`config.mk`:
```
export PLATFORM = sky130hd
export DESIGN_NAME = led_fade_sequencer
export DESIGN_NICKNAME = d
export VERILOG_FILES = /design/src/rtl/led_seq_pkg.sv /design/src/rtl/led_fade_step.sv /design/src/rtl/led_fade_sequencer.sv
export SDC_FILE = /design/constraint.sdc
export NUM_CORES = 1
export LEC_CHECK = 0
export CAP_MARGIN = 20
export CORE_ASPECT_RATIO = 1.25
export CORE_MARGIN = 2
export CORE_UTILIZATION = 63
export DETAILED_ROUTE_END_ITERATION = 10
export PLACE_DENSITY = 0.83
export SYNTH_ARGS = -nofsm -noshare
export SYNTH_HDL_FRONTEND = slang
export SYNTH_SLANG_ARGS = --single-unit
export TNS_END_PERCENT = 30
```
`constraint.sdc`:
```
create_clock -name AClkH -period 31.3 [get_ports AClkH]
set_clock_uncertainty 0.2 [all_clocks]
set_input_delay 9.39 -clock AClkH [delete_from_list [all_inputs] [get_ports AClkH]]
set_output_delay 9.39 -clock AClkH [all_outputs]
set_load 0.02 [all_outputs]
```
`src/rtl/led_seq_pkg.sv`:
```
// Shared types and constants for the LED fade sequencer.
package led_seq_pkg;

   typedef enum logic [2:0] {Idle, Rst, Upd, Done, Abort} state_e;

   localparam int unsigned CLedCnt = 16;
   localparam int unsigned CChanW  = 8;
   localparam logic [3:0]  CSizeD  = 4'h4;
   localparam logic [3:0]  CSizeB  = 4'h1;

endpackage

```
`src/rtl/led_fade_step.sv`:
```
// One colour channel moved a bounded step toward its target, never overshooting.
module led_fade_step
   import led_seq_pkg::*;
(
   input  logic [CChanW-1:0] cur,
   input  logic [CChanW-1:0] tgt,
   input  logic [CChanW-1:0] step,
   output logic [CChanW-1:0] next_val
);

   logic              up;
   logic [CChanW-1:0] diff;

   always_comb begin
      up   = tgt > cur;
      diff = up ? (tgt - cur) : (cur - tgt);
      // A zero step means jump; a residual within one step snaps to target.
      if ((step == '0) || (diff <= step)) begin
         next_val = tgt;
      end else if (up) begin
         next_val = cur + step;
      end else begin
         next_val = cur - step;
      end
   end

endmodule

```
`src/rtl/led_fade_sequencer.sv`:
```
// Per-frame bus master: one index-reset byte read, then 16 faded colour writes to the LED PWM.
module led_fade_sequencer #(
   parameter logic [15:0] CAddrBase    = 16'h0000,
   parameter logic [23:0] CFramePeriod = 24'd100000,
   parameter logic [3:0]  CAckTimeout  = 4'd15,
   parameter logic [3:0]  CSizeD       = led_seq_pkg::CSizeD,
   parameter logic [3:0]  CSizeB       = led_seq_pkg::CSizeB
) (
   input  logic        AClkH,
   input  logic        AResetHN,
   input  logic        AClkHEn,
   input  logic        ACfgWrEn,
   input  logic [3:0]  ACfgIdx,
   input  logic [23:0] ACfgColor,
   input  logic [7:0]  ACfgStep,
   input  logic        AEnable,
   output logic [15:0] AIoAddr,
   output logic [63:0] AIoMosi,
   output logic [3:0]  AIoWrSize,
   output logic [3:0]  AIoRdSize,
   input  logic        AIoAddrAck,
   output logic        ABusy,
   output logic        AFrameDone,
   output logic        AErr
);

   import led_seq_pkg::*;

   state_e      state_q, state_d;
   logic [23:0] frame_cnt_q, frame_cnt_d;
   logic        tick;
   logic [3:0]  idx_q, idx_d;
   logic [3:0]  wait_q, wait_d;
   logic [7:0]  step_q, step_d;
   logic        err_q, err_d;
   logic        cur_we;

   logic [23:0] target_q [CLedCnt];
   logic [23:0] cur_q    [CLedCnt];
   logic [23:0] cur_sel, tgt_sel, next_color;

   assign cur_sel = cur_q[idx_q];
   assign tgt_sel = target_q[idx_q];

   for (genvar ch = 0; ch < 3; ch++) begin : g_step
      led_fade_step u_step (
         .cur      (cur_sel[ch*CChanW +: CChanW]),
         .tgt      (tgt_sel[ch*CChanW +: CChanW]),
         .step     (step_q),
         .next_val (next_color[ch*CChanW +: CChanW])
      );
   end

   always_comb begin
      frame_cnt_d = frame_cnt_q;
      tick        = 1'b0;
      if (!AEnable) begin
         frame_cnt_d = '0;
      end else if (frame_cnt_q == CFramePeriod - 24'd1) begin
         frame_cnt_d = '0;
         tick        = 1'b1;
      end else begin
         frame_cnt_d = frame_cnt_q + 24'd1;
      end
   end

   always_comb begin
      state_d    = state_q;
      idx_d      = idx_q;
      wait_d     = wait_q;
      step_d     = step_q;
      err_d      = err_q;
      cur_we     = 1'b0;
      AIoAddr    = '0;
      AIoMosi    = '0;
      AIoWrSize  = '0;
      AIoRdSize  = '0;
      AFrameDone = 1'b0;
      unique case (state_q)
         Idle: begin
            // Ticks outside Idle fall through here unseen, so they are dropped.
            if (tick) begin
               state_d = Rst;
               err_d   = 1'b0;
               idx_d   = '0;
               wait_d  = '0;
               step_d  = ACfgStep;
            end
         end
         Rst: begin
            AIoAddr   = CAddrBase;
            AIoRdSize = CSizeB;
            if (AIoAddrAck) begin
               state_d = Upd;
               wait_d  = '0;
            end else if (wait_q == CAckTimeout) begin
               state_d = Abort;
            end else begin
               wait_d = wait_q + 4'd1;
            end
         end
         Upd: begin
            AIoAddr   = CAddrBase;
            AIoWrSize = CSizeD;
            AIoMosi   = {40'd0, next_color};
            if (AIoAddrAck) begin
               cur_we = 1'b1;
               wait_d = '0;
               if (idx_q == 4'(CLedCnt - 1)) begin
                  state_d = Done;
               end else begin
                  idx_d = idx_q + 4'd1;
               end
            end else if (wait_q == CAckTimeout) begin
               state_d = Abort;
            end else begin
               wait_d = wait_q + 4'd1;
            end
         end
         Done: begin
            AFrameDone = 1'b1;
            state_d    = Idle;
         end
         Abort: begin
            err_d   = 1'b1;
            state_d = Idle;
         end
         default: state_d = Idle;
      endcase
   end

   always_ff @(posedge AClkH or negedge AResetHN) begin
      if (!AResetHN) begin
         state_q     <= Idle;
         frame_cnt_q <= '0;
         idx_q       <= '0;
         wait_q      <= '0;
         step_q      <= '0;
         err_q       <= 1'b0;
      end else if (AClkHEn) begin
         state_q     <= state_d;
         frame_cnt_q <= frame_cnt_d;
         idx_q       <= idx_d;
         wait_q      <= wait_d;
         step_q      <= step_d;
         err_q       <= err_d;
      end
   end

   // Target writes land on the edge, so same-cycle bus data still uses the old target.
   always_ff @(posedge AClkH or negedge AResetHN) begin
      if (!AResetHN) begin
         for (int i = 0; i < CLedCnt; i++) begin
            target_q[i] <= '0;
            cur_q[i]    <= '0;
         end
      end else if (AClkHEn) begin
         if (ACfgWrEn) begin
            target_q[ACfgIdx] <= ACfgColor;
         end
         if (cur_we) begin
            cur_q[idx_q] <= next_color;
         end
      end
   end

   assign ABusy = (state_q != Idle);
   assign AErr  = err_q;

endmodule

```
==> results by group <==
STA
  – RSZ-0062 raised after global routing: no
  – Fmax: 52.6 MHz
  – Period utilization: 0.607
  – Max-slew headroom: 0.269
  – Worst Tran Pin Value: approximately 1.1 ns
  – Final worst setup slack: ~12 ns
  – Setup_tns: 0 ns
  – Min Hold Slack: between 0.2 and 0.3 ns
  – # setup viols final: 0
  – Pins Over Slew Limit: 0
  – Fin. Hold Viols: 0
  – Crit path time final: approximately 19 ns

Synthesis
  – Dominant synthesized flop cell: dfrtp_1
  – Cells after Synth: 3,306
  – Yosys reg bits: about 810
  – Async set-reset flop share out of synthesis: 1.00
  – Syn Area/Cell: between 10 and 15 sq um
  – Number of synthesized flops with an enable pin: 0
  – Cell variety after synth: 60
  – Area of the mapped netlist: between 40,000 and 50,000 sq um
  – Sequential fraction of the synthesis area: 0.507
  – Yosys warns: 0

Routing
  – Drt pass-1 iters: 6
  – DR DRC count: 0
  – Vias per cell: 6.42
  – Wirelength, routed: between 100,000 and 150,000 um
  – Mean routed wirelength per cell: around 24 um
  – Post-route ant nets: 0
  – Vias: 26,900
  – Initial DRC count: approximately 2,500

Floorplan
  – Initial core utilization: 0.636
  – DIE HEIGHT: 286 um
  – Core Area: 63,000 sq um
  – Chip width: about 230 um
  – Die area: 65,700 sq um
  – Rows: 103
  – I/O pin cnt: 133

Clock network
  – Clock Latency Late Sink: between 0.6 and 0.7 ns
  – Longest Clk Path Bufs: 3
  – CTS tree: done
  – Cts hold-fix bufs: 0
  – Postcts setup bufs: 0
  – Clk slew on worst S/H paths: 0.06 ns
  – Clock root buffer: clkbuf_16
  – Post-CTS sizing: 0
  – Clock Sinks: roughly 800
  – H-tree depth: 3
  – Num CTS Buffers: a little under 80

Setup path
  – Critical R2R Capture: cur_q[64]
  – Worst Setup Start Kind: flop
  – Slowest cell on the critical path: dfrtp_4
  – Worst Path Required: 21.71 ns
  – FF-to-FF path depth: 25
  – CP Capture Type: primary output
  – Worst path arrival time: roughly 9.4 ns
  – Crit Path Max Fanout: 119
  – Critical Path Max Stage Delay: around 0.9 ns
  – Reg-to-reg setup timing slack: around 23 ns
  – RR Startpoint: idx_q[0]
  – Worst Setup Path Type: flop to primary output

Global routing
  – Global-route wire length before repair: around 160,000 um
  – GRT met2 Usage: 0.528
  – Total track usage: 0.312
  – Met3 Use GR: 0.0539
  – Largest net degree at the start of global routing: between 150 and 200
  – M1 GR Usage: 0.400
  – Grt ovf: 0
  – Gr busiest metal: met2
  – Initial antenna violation count: 2
  – Number of global-route vias before repair: approximately 28,000

Layout
  – Nets@finish: around 3,400
  – Layout Area Growth over Synthesis: 10.1%
  – Share of cells above drive strength 1: 0.260

Hold path
  – HP Class: flop to flop
  – Hold depth: 2
  – Hold_sp: cur_q[269]
  – Hold EP: cur_q[269]

Place
  – Detailed Place HPWL: approximately 62,000 um
  – Gpl congestion: between 0.8 and 0.9
  – Pre-CTS setup slack: approximately 13 ns
  – Port bufs: 70

Run
  – MaxCap Viol Count: 0

Power and ir drop
  – Static leakage: 0.0196 uW
  – Worst vdd ir: between 0.09 and 0.1 mV
  – Pwr/cell area: approximately 120 nW/um^2

Status
  – Status: completed
==> critical path, delay by kind of cell (launching register included) <==
kind                       cells  cell delay (ns)
muxes                          3             1.48
xor gates and xnor gates       1             0.20
and+or+nand+nor                5             0.73
buffers and inverters          7             2.31
adders and majority gates      3             0.93
AOI/OAI and AO/OA              7             2.08
DFF                            1             0.88
==> synthesized netlist by cell type (3+ instances only) <==
master,number,area [sq um]
nand2b_1,12,75.1
a21o_1,13,97.6
o2111ai_1,3,26.3
ha_1,97,1210
buf_2,7,35.0
mux4_2,234,5270
nand3_1,29,145
buf_1,24,90.1
clkbuf_1,217,815
dfrtp_1,812,20300
a21oi_1,64,320
and3_1,7,43.8
and2_1,7,43.8
a211oi_1,11,82.6
o21ai_1,4,20.0
mux2_2,396,4460
inv_1,84,315
nand4_1,21,131
buf_4,63,473
o31ai_1,6,45.0
nor2b_1,12,75.1
mux2i_1,44,440
or2_2,3,18.8
a31oi_1,8,50.1
xor2_1,22,193
o21a_1,3,22.5
nor2_1,98,368
or3_1,4,25.0
o211ai_1,5,37.5
o21ai_0,438,2190
xnor2_1,41,359
o21bai_1,6,45.0
nor3_1,9,45.0
nand4b_1,4,35.0
nand2_1,457,1720
fa_1,9,180
==> registers in the layout, indices dropped and copies added (netlist names) <==
| register | cells |
|---|---|
| cur_q | 384 |
| target_q | 384 |
| frame_cnt_q | 24 |
| step_q | 8 |
| idx_q | 4 |
| wait_q | 4 |
| state_q | 3 |
| AErr | 1 |
==> report_power, final <==
group	switching (uW)	internal (uW)	leakage (uW)
clock network	413	587	0.00134
logic	1680	1170	0.00750
registers	140	1240	0.0108
==> stage by stage <==
stage,utilization,total power (uW),cells,area (sq um)
2_1_floorplan,-,3300,3367,40300
3_3_place_gp,0.655,4010,4032,41300
3_5_place_dp,0.655,4140,4034,41300
4_1_cts,0.698,5160,4179,44000
5_1_grt,0.701,5560,4190,44200
6_report,0.701,5230,4191,44200
==> area by class of cell <==
type                    instances  area [sq um]
flip-flops and latches        812         20300
fillers                      4064         18800
clock inverters                33           420
multi-input cells            2159         18300
repair buffers                150          1410
diodes                          1          2.50
well taps                     840          1050
clock buffers                 112          2290
inverters                      84           315
==> worst max-delay path by stage <==
stage,startpoint,to,depth (start not counted)
final,idx_q[0],AIoMosi[16],26
after global routing,idx_q[0],AIoMosi[16],26
after CTS,idx_q[0],AIoMosi[16],24
after detailed placement,idx_q[0],AIoMosi[16],24
after global placement,idx_q[0],AIoMosi[16],24
after floorplan,idx_q[0],AIoMosi[21],26
==> cells by family after synthesis <==
kind of cell | after synthesis | share of synthesized area
flip-flops | 812 | 0.507
AND/OR/NAND/NOR | 678 | 0.0711
multiplexers | 674 | 0.254
AO/OA/AOI/OAI | 576 | 0.0769
buffers and inverters | 396 | 0.0432
adder cells (fa/ha/maj) | 106 | 0.0348
XOR/XNOR | 63 | 0.0138
other | 1 | 0.0000935
==> layer usage <==
| layer | part of all wire | up-vias | wire length [um] |
|---|---|---|---|
| li1 | - | 11600 | - |
| met2 | 0.51 | 1190 | 51600 |
| met4 | 0.040 | 4 | 4010 |
| met3 | 0.072 | 285 | 7270 |
| met5 | 0.00026 | - | 26 |
| met1 | 0.38 | 13800 | 38200 |
==> placed cells by master (no fill, tap or decap), types with 11 or more instances in the layout <==
cell             count
mux4_2             234
a21oi_1             64
ha_1                97
nand3_1             25
nor2_1              89
o21ai_0            438
mux2i_1             44
nand2b_1            12
buf_4               74
mux2_2             396
clkbuf_16           82
nor2b_1             12
clkbuf_8            13
clkdlybuf4s50_1     69
inv_1               84
xnor2_1             41
clkbuf_1            17
a21o_1              13
dfrtp_1            808
nand2_1            457
xor2_1              22
a211oi_1            11
nand4_1             21
clkinv_2            18
conb_1              62
(Power assumes the default switching activity.)
